<file path="config.mk">
export PLATFORM = sky130hd
export DESIGN_NAME = rv32_decode
export DESIGN_NICKNAME = d
export VERILOG_FILES = /design/src/rtl/rv32_pkg.sv /design/src/rtl/rv32_regs.sv /design/src/rtl/rv32_decode.sv
export SDC_FILE = /design/constraint.sdc
export NUM_CORES = 2
export LEC_CHECK = 0
export ABC_AREA = 1
export CORE_AREA = 2 2 370 372
export CTS_BUF_LIST = sky130_fd_sc_hd__clkbuf_4
export DETAILED_ROUTE_END_ITERATION = 12
export DIE_AREA = 0 0 372 374
export PLACE_DENSITY_LB_ADDON = 0.1
export SKIP_CTS_REPAIR_TIMING = 1
export SYNTH_ARGS = -nofsm -noshare
export SYNTH_HDL_FRONTEND = slang
export SYNTH_HIERARCHICAL = 1
export SYNTH_SLANG_ARGS = --single-unit
</file>
<file path="constraint.sdc">
create_clock -name clk -period 4.2 [get_ports clk]
set_clock_uncertainty 0.15 [all_clocks]
set_input_delay 0.84 -clock clk [delete_from_list [all_inputs] [get_ports clk]]
set_output_delay 0.84 -clock clk [all_outputs]
set_load 0.02 [all_outputs]
</file>
<file path="src/rtl/rv32_pkg.sv">
// Shared RV32I decode definitions: opcodes, funct3 codes, ALU operations,
// the decoded control bundle and immediate/ALU-op helper functions.
package rv32_pkg;

  // Major opcodes (instr[6:0])
  localparam logic [6:0] OPC_LUI    = 7'b0110111;
  localparam logic [6:0] OPC_AUIPC  = 7'b0010111;
  localparam logic [6:0] OPC_JAL    = 7'b1101111;
  localparam logic [6:0] OPC_JALR   = 7'b1100111;
  localparam logic [6:0] OPC_BRANCH = 7'b1100011;
  localparam logic [6:0] OPC_LOAD   = 7'b0000011;
  localparam logic [6:0] OPC_STORE  = 7'b0100011;
  localparam logic [6:0] OPC_OP_IMM = 7'b0010011;
  localparam logic [6:0] OPC_OP     = 7'b0110011;

  // Branch conditions (funct3 of BRANCH)
  localparam logic [2:0] F3_BEQ  = 3'b000;
  localparam logic [2:0] F3_BNE  = 3'b001;
  localparam logic [2:0] F3_BLT  = 3'b100;
  localparam logic [2:0] F3_BGE  = 3'b101;
  localparam logic [2:0] F3_BLTU = 3'b110;
  localparam logic [2:0] F3_BGEU = 3'b111;

  // Memory access widths (funct3 of LOAD/STORE)
  localparam logic [2:0] F3_MEM_B  = 3'b000;
  localparam logic [2:0] F3_MEM_H  = 3'b001;
  localparam logic [2:0] F3_MEM_W  = 3'b010;
  localparam logic [2:0] F3_MEM_BU = 3'b100;
  localparam logic [2:0] F3_MEM_HU = 3'b101;

  typedef enum logic [3:0] {
    ALU_ADD  = 4'd0,
    ALU_SUB  = 4'd1,
    ALU_SLL  = 4'd2,
    ALU_SLT  = 4'd3,
    ALU_SLTU = 4'd4,
    ALU_XOR  = 4'd5,
    ALU_SRL  = 4'd6,
    ALU_SRA  = 4'd7,
    ALU_OR   = 4'd8,
    ALU_AND  = 4'd9
  } alu_op_t;

  // Single-bit control outputs of the decode stage
  typedef struct packed {
    logic alu_src1_pc;
    logic alu_src2_imm;
    logic mem_read;
    logic mem_write;
    logic reg_write;
    logic branch;
    logic jump;
    logic illegal;
  } ctrl_t;

  function automatic logic [31:0] imm_i(input logic [31:0] instr);
    return {{20{instr[31]}}, instr[31:20]};
  endfunction

  function automatic logic [31:0] imm_s(input logic [31:0] instr);
    return {{20{instr[31]}}, instr[31:25], instr[11:7]};
  endfunction

  function automatic logic [31:0] imm_b(input logic [31:0] instr);
    return {{19{instr[31]}}, instr[31], instr[7], instr[30:25], instr[11:8], 1'b0};
  endfunction

  function automatic logic [31:0] imm_u(input logic [31:0] instr);
    return {instr[31:12], 12'h000};
  endfunction

  function automatic logic [31:0] imm_j(input logic [31:0] instr);
    return {{11{instr[31]}}, instr[31], instr[19:12], instr[20], instr[30:21], 1'b0};
  endfunction

  // alt selects SUB (funct3 000) or SRA (funct3 101); the caller decides
  // when instr[30] is meaningful.
  function automatic alu_op_t alu_decode(input logic [2:0] funct3, input logic alt);
    alu_op_t op;
    case (funct3)
      3'b000:  op = alt ? ALU_SUB : ALU_ADD;
      3'b001:  op = ALU_SLL;
      3'b010:  op = ALU_SLT;
      3'b011:  op = ALU_SLTU;
      3'b100:  op = ALU_XOR;
      3'b101:  op = alt ? ALU_SRA : ALU_SRL;
      3'b110:  op = ALU_OR;
      default: op = ALU_AND;
    endcase
    return op;
  endfunction

endpackage

</file>
<file path="src/rtl/rv32_regs.sv">
// 32x32 register file: two combinational read ports, one write port.
// x0 reads as zero and is never written. Contents are not reset.
module rv32_regs #(
  parameter int REG_BYPASS = 1
) (
  input  logic        clk,
  input  logic [4:0]  rs1_idx,
  input  logic [4:0]  rs2_idx,
  output logic [31:0] rs1_data,
  output logic [31:0] rs2_data,
  input  logic        wr_en,
  input  logic [4:0]  wr_idx,
  input  logic [31:0] wr_data
);

  logic [31:0] regs_q [32];

  // Write port: x0 stays unwritten so it never holds anything but don't-care
  always_ff @(posedge clk) begin
    if (wr_en && (wr_idx != 5'd0)) begin
      regs_q[wr_idx] <= wr_data;
    end
  end

  // Read ports: x0 forced to zero; same-cycle writeback optionally forwarded
  always_comb begin
    rs1_data = 32'h0;
    rs2_data = 32'h0;
    if (rs1_idx != 5'd0) begin
      if ((REG_BYPASS != 0) && wr_en && (wr_idx == rs1_idx)) rs1_data = wr_data;
      else                                                  rs1_data = regs_q[rs1_idx];
    end
    if (rs2_idx != 5'd0) begin
      if ((REG_BYPASS != 0) && wr_en && (wr_idx == rs2_idx)) rs2_data = wr_data;
      else                                                  rs2_data = regs_q[rs2_idx];
    end
  end

endmodule

</file>
<file path="src/rtl/rv32_decode.sv">
// RV32I decode stage: combinational decode of instr_in plus register file
// read, captured into one output register bank (one-cycle latency).
// flush clears valid and the control bits; stall holds the whole bank.
module rv32_decode
  import rv32_pkg::*;
#(
  parameter int REG_BYPASS = 1
) (
  input  logic        clk,
  input  logic        rst_n,
  input  logic [31:0] pc_in,
  input  logic [31:0] instr_in,
  input  logic        stall_in,
  input  logic        flush_in,
  input  logic        rd_write_in,
  input  logic [4:0]  rd_in,
  input  logic [31:0] rd_value_in,
  output logic        valid_out,
  output logic [31:0] pc_out,
  output logic [4:0]  rs1_out,
  output logic [4:0]  rs2_out,
  output logic [4:0]  rd_out,
  output logic [31:0] rs1_value_out,
  output logic [31:0] rs2_value_out,
  output logic [31:0] imm_out,
  output alu_op_t     alu_op_out,
  output logic        alu_src1_pc_out,
  output logic        alu_src2_imm_out,
  output logic        mem_read_out,
  output logic        mem_write_out,
  output logic        reg_write_out,
  output logic        branch_out,
  output logic        jump_out,
  output logic        illegal_out,
  output logic [2:0]  mem_width_out,
  output logic [2:0]  branch_cond_out
);

  logic [6:0]  opcode;
  logic [2:0]  funct3;
  ctrl_t       dec_ctrl;
  alu_op_t     dec_alu_op;
  logic [31:0] dec_imm;
  logic [4:0]  dec_rs1;
  logic [4:0]  dec_rs2;
  logic [4:0]  dec_rd;
  logic [31:0] rf_rs1_data;
  logic [31:0] rf_rs2_data;

  logic        valid_d,     valid_q;
  logic [31:0] pc_d,        pc_q;
  logic [4:0]  rs1_d,       rs1_q;
  logic [4:0]  rs2_d,       rs2_q;
  logic [4:0]  rd_d,        rd_q;
  logic [31:0] rs1_value_d, rs1_value_q;
  logic [31:0] rs2_value_d, rs2_value_q;
  logic [31:0] imm_d,       imm_q;
  alu_op_t     alu_op_d,    alu_op_q;
  ctrl_t       ctrl_d,      ctrl_q;
  logic [2:0]  funct3_d,    funct3_q;

  assign opcode = instr_in[6:0];
  assign funct3 = instr_in[14:12];

  // Reads use the decoded indices so a LUI (rs1 forced to x0) reads zero
  rv32_regs #(
    .REG_BYPASS (REG_BYPASS)
  ) u_regs (
    .clk      (clk),
    .rs1_idx  (dec_rs1),
    .rs2_idx  (dec_rs2),
    .rs1_data (rf_rs1_data),
    .rs2_data (rf_rs2_data),
    .wr_en    (rd_write_in),
    .wr_idx   (rd_in),
    .wr_data  (rd_value_in)
  );

  // Instruction decode: control bits, ALU op, immediate and register indices
  always_comb begin
    dec_ctrl   = '0;
    dec_alu_op = ALU_ADD;
    dec_imm    = 32'h0;
    dec_rd     = instr_in[11:7];
    dec_rs1    = instr_in[19:15];
    dec_rs2    = instr_in[24:20];
    if (instr_in[1:0] != 2'b11) begin
      dec_ctrl.illegal = 1'b1;
    end else begin
      case (opcode)
        OPC_LUI: begin
          dec_rs1               = 5'd0;
          dec_imm               = imm_u(instr_in);
          dec_ctrl.alu_src2_imm = 1'b1;
          dec_ctrl.reg_write    = 1'b1;
        end
        OPC_AUIPC: begin
          dec_imm               = imm_u(instr_in);
          dec_ctrl.alu_src1_pc  = 1'b1;
          dec_ctrl.alu_src2_imm = 1'b1;
          dec_ctrl.reg_write    = 1'b1;
        end
        OPC_JAL: begin
          dec_imm               = imm_j(instr_in);
          dec_ctrl.alu_src1_pc  = 1'b1;
          dec_ctrl.alu_src2_imm = 1'b1;
          dec_ctrl.reg_write    = 1'b1;
          dec_ctrl.jump         = 1'b1;
        end
        OPC_JALR: begin
          dec_imm               = imm_i(instr_in);
          dec_ctrl.alu_src2_imm = 1'b1;
          dec_ctrl.reg_write    = 1'b1;
          dec_ctrl.jump         = 1'b1;
        end
        OPC_BRANCH: begin
          // ALU computes the target pc+imm; execute compares rs1/rs2 itself
          dec_imm               = imm_b(instr_in);
          dec_ctrl.alu_src1_pc  = 1'b1;
          dec_ctrl.alu_src2_imm = 1'b1;
          dec_ctrl.branch       = 1'b1;
        end
        OPC_LOAD: begin
          dec_imm               = imm_i(instr_in);
          dec_ctrl.alu_src2_imm = 1'b1;
          dec_ctrl.mem_read     = 1'b1;
          dec_ctrl.reg_write    = 1'b1;
        end
        OPC_STORE: begin
          dec_imm               = imm_s(instr_in);
          dec_ctrl.alu_src2_imm = 1'b1;
          dec_ctrl.mem_write    = 1'b1;
        end
        OPC_OP_IMM: begin
          // instr[30] is part of the immediate except on SRLI/SRAI
          dec_imm               = imm_i(instr_in);
          dec_alu_op            = alu_decode(funct3, instr_in[30] && (funct3 == 3'b101));
          dec_ctrl.alu_src2_imm = 1'b1;
          dec_ctrl.reg_write    = 1'b1;
        end
        OPC_OP: begin
          dec_alu_op         = alu_decode(funct3, instr_in[30]);
          dec_ctrl.reg_write = 1'b1;
        end
        default: begin
          dec_ctrl.illegal = 1'b1;
        end
      endcase
    end
  end

  // Output bank next state: flush beats stall, stall holds everything
  always_comb begin
    valid_d     = valid_q;
    pc_d        = pc_q;
    rs1_d       = rs1_q;
    rs2_d       = rs2_q;
    rd_d        = rd_q;
    rs1_value_d = rs1_value_q;
    rs2_value_d = rs2_value_q;
    imm_d       = imm_q;
    alu_op_d    = alu_op_q;
    ctrl_d      = ctrl_q;
    funct3_d    = funct3_q;
    if (flush_in) begin
      valid_d = 1'b0;
      ctrl_d  = '0;
    end else if (!stall_in) begin
      valid_d     = 1'b1;
      pc_d        = pc_in;
      rs1_d       = dec_rs1;
      rs2_d       = dec_rs2;
      rd_d        = dec_rd;
      rs1_value_d = rf_rs1_data;
      rs2_value_d = rf_rs2_data;
      imm_d       = dec_imm;
      alu_op_d    = dec_alu_op;
      ctrl_d      = dec_ctrl;
      funct3_d    = funct3;
    end
  end

  // Output register bank with asynchronous clear
  always_ff @(posedge clk or negedge rst_n) begin
    if (!rst_n) begin
      valid_q     <= 1'b0;
      pc_q        <= 32'h0;
      rs1_q       <= 5'd0;
      rs2_q       <= 5'd0;
      rd_q        <= 5'd0;
      rs1_value_q <= 32'h0;
      rs2_value_q <= 32'h0;
      imm_q       <= 32'h0;
      alu_op_q    <= ALU_ADD;
      ctrl_q      <= '0;
      funct3_q    <= 3'b000;
    end else begin
      valid_q     <= valid_d;
      pc_q        <= pc_d;
      rs1_q       <= rs1_d;
      rs2_q       <= rs2_d;
      rd_q        <= rd_d;
      rs1_value_q <= rs1_value_d;
      rs2_value_q <= rs2_value_d;
      imm_q       <= imm_d;
      alu_op_q    <= alu_op_d;
      ctrl_q      <= ctrl_d;
      funct3_q    <= funct3_d;
    end
  end

  assign valid_out        = valid_q;
  assign pc_out           = pc_q;
  assign rs1_out          = rs1_q;
  assign rs2_out          = rs2_q;
  assign rd_out           = rd_q;
  assign rs1_value_out    = rs1_value_q;
  assign rs2_value_out    = rs2_value_q;
  assign imm_out          = imm_q;
  assign alu_op_out       = alu_op_q;
  assign alu_src1_pc_out  = ctrl_q.alu_src1_pc;
  assign alu_src2_imm_out = ctrl_q.alu_src2_imm;
  assign mem_read_out     = ctrl_q.mem_read;
  assign mem_write_out    = ctrl_q.mem_write;
  assign reg_write_out    = ctrl_q.reg_write;
  assign branch_out       = ctrl_q.branch;
  assign jump_out         = ctrl_q.jump;
  assign illegal_out      = ctrl_q.illegal;
  assign mem_width_out    = funct3_q;
  assign branch_cond_out  = funct3_q;

endmodule

</file>
==> qor.yml <==
grt_pass1_vias: 49900
relSlewSlack_pct: 34.7
grt_antenna_before_repair: 9
setup_viol_count_final: 0
grt_max_degree: 169
synth_top_area_share_pct: 51.0
status: "complete, no violations"
wl_met3_mm: 26.3
hpwl_mm: 131
drive_gt1_share_pct: 13.0
power_density_nw_per_um2: 396
synth-async-reset-ratio_pct: 13.4
path_clk_slew_ps: 70
top_layer_used: "met5"
cap_violations: 0
grt_overflow_total: 0
critPathCaptureType: "output port"
critPathMaxFanout: 2
grt_first_pass_wirelength_mm: 332
cts_tree: "done"
finalInstanceArea_um2: 71200
post-route-drc-count: 0
fillCellCount: 12300
finalNetCount: 7466
crit_family: "buffers and inverters"
synthCells: 6878
area_delta_synth_final_pct: 18.1
slew_violations: 0
dieWidth_um: 372
start_util_pct: 44.7
dr.pass1.iters: 6
netlist_top_cells_area: "edfxtp_1 51%, nand2_1 13%, nand3_1 7.9%, dfrtp_1 6.6%, inv_1 3.8%"
io_pins: 268
worst_pin_slew_ps: 976
finalCritPeriodShare_pct: 88.1
synth_area_um2: 60300
vias: 53400
worstSkewPairLatency_ps: 1310
synth_warnings: 6
wl_met1_mm: 91.5
cp_slowest_stage_delay_ps: 720
cts_made_buffers: 346
syn_area_per_cell_um2: 8.76
cp_data_arrival_time_ps: 2710
htree_levels: 5
viasPerCell: 5.68
rsz0062_at_grt: "no"
synthFlopType: "edfxtp_1"
cts_sinks: 1183
drt_wl_total_mm: 230
route.met2.wl_mm: 102
synth_cell_types: 37
io_buffer_count: 267
yosys.area.top_type: "edfxtp_1"
period_needed_ps: 3700
final.setup.tns_ps: 0
die_height_um: 374
placed_area_um2: 66300
crit_type: "register to output port"
synth_edf_count: 1024
fmax_mhz: 270
synth.most_common_cell: "nand2_1"
root_buffer: "clkbuf_4"
clk_path_buf_depth: 4
die-area_um2: 139000
start_kind: "register"
placement_rows: 135
track_usage_pct: 32.6
ant_nets: 0
coreArea_um2: 135000
hold_class: "primary input to register"
globalplace.congestion: 0.857
synth_commonest_cells: "2,104 x nand2_1, 1,024 x edfxtp_1, 957 x nand3_1"
drtIter0Drc: 6783
routedWlPerCell_um: 24.5
seq_area_frac_synth_pct: 57.6
peakVddDrop_uv: 298
cp.buffers_inverters: 1
path_cells: "clkdlybuf4s50_1"
synth.ff_latch_count: 1183
hold_violations: 0
power_leakage_nw: 29.8
post-route-util_pct: 52.7
cpMaxStageDelayCell: "clkdlybuf4s50_1"
worstPathRequired_ps: 3210
-- registers in the layout (all words and copies together), names as in the netlist, 3 cells and up --
register	cells
u_regs/regs_q	1024
rs2_value_out	32
rs1_value_out	32
rs1_out	5
pc_out	32
rd_out	5
branch_cond_out	3
imm_out	32
rs2_out	5
alu_op_out	4
-- placed cells by master (no fill, tap or decap), types with 5 or more instances in the layout --
cell             instances
clkbuf_4               554
or2_2                   67
conb_1                  32
a21oi_1                272
o21ai_0                373
inv_2                   12
nor2_4                  42
buf_4                  180
nand3_1                957
dfrtp_1                159
inv_1                  611
o22ai_1                  5
diode_2                  6
nor2_1                 382
nand2_1               2103
dlygate4sd3_1           46
edfxtp_1              1024
o211ai_1               257
clkdlybuf4s50_1        261
buf_12                  92
clkinv_1                44
nand2_2                 17
o21ai_1                 91
clkinv_2                 5
-- power breakdown --
| part | leakage [nW] | switching, mW | total (mW) | internal [mW] |
|---|---|---|---|---|
| registers | 11.3 | 0.228 | 13.3 | 13.1 |
| logic | 15.9 | 2.47 | 3.74 | 1.26 |
| clock network | 2.69 | 5.09 | 11.1 | 6.05 |
-- cell families after synthesis --
kind of cell | count (synthesis) | share of synthesized area, %
AND/OR/NAND/NOR | 3584 | 24.8
flip-flops | 1183 | 57.6
buffers and inverters | 1105 | 8.11
AO/OA/AOI/OAI | 1003 | 9.43
XOR/XNOR | 2 | 0.0291
other | 1 | 0.00622
-- routing by layer --
metal	vias up	track usage [%]
li1	24200	-
met1	25400	44.4
met2	3198	49.5
met3	615	7.69
met4	4	14.2
met5	-	0
-- area by class of cell --
| type | count | area (um^2) | area share, % |
|---|---|---|---|
| sequential | 1183 | 34700 | 48.8 |
| multi-input combinational | 4621 | 21100 | 29.6 |
| timing repair buffer | 583 | 6310 | 8.87 |
| clock buffer | 554 | 4160 | 5.84 |
| inverter | 625 | 2390 | 3.35 |
| tap | 1781 | 2230 | 3.13 |
| clock inverter | 56 | 269 | 0.378 |
| antenna | 6 | 15.0 | 0.0211 |
-- final timing paths --
check / slack (ps) / to / from / cells after the start
setup / recovery: 500 / rs1_value_out[13] / rs1_value_out[13] / 1
hold reg to reg: 320 / rs1_value_out[11] / rs1_value_out[11] / 2
min in group asynchronous: 510 / alu_src2_imm_out / rst_n / 3
max in group asynchronous: 2360 / rd_out[0] / rst_n / 4
setup reg to reg: 1820 / rs2_value_out[0] / u_regs/regs_q[7][0] / 10
hold / removal: 50 / mem_read_out / instr_in[4] / 2
-- metrics by stage --
| step | hold slack (ps) | power, mW | instances | worst slack (ps) |
|---|---|---|---|---|
| floorplan | 394 | 15.5 | 6909 | 993 |
| global placement | 302 | 17.2 | 8747 | 15.5 |
| detailed placement | 308 | 17.2 | 8747 | 4.29 |
| CTS | -654 | 28.3 | 9357 | 393 |
| global route | -6.54 | 29.4 | 9407 | 389 |
| finish | 51.8 | 28.2 | 9409 | 500 |
No activity file was read; power rests on OpenSTA's default activity.
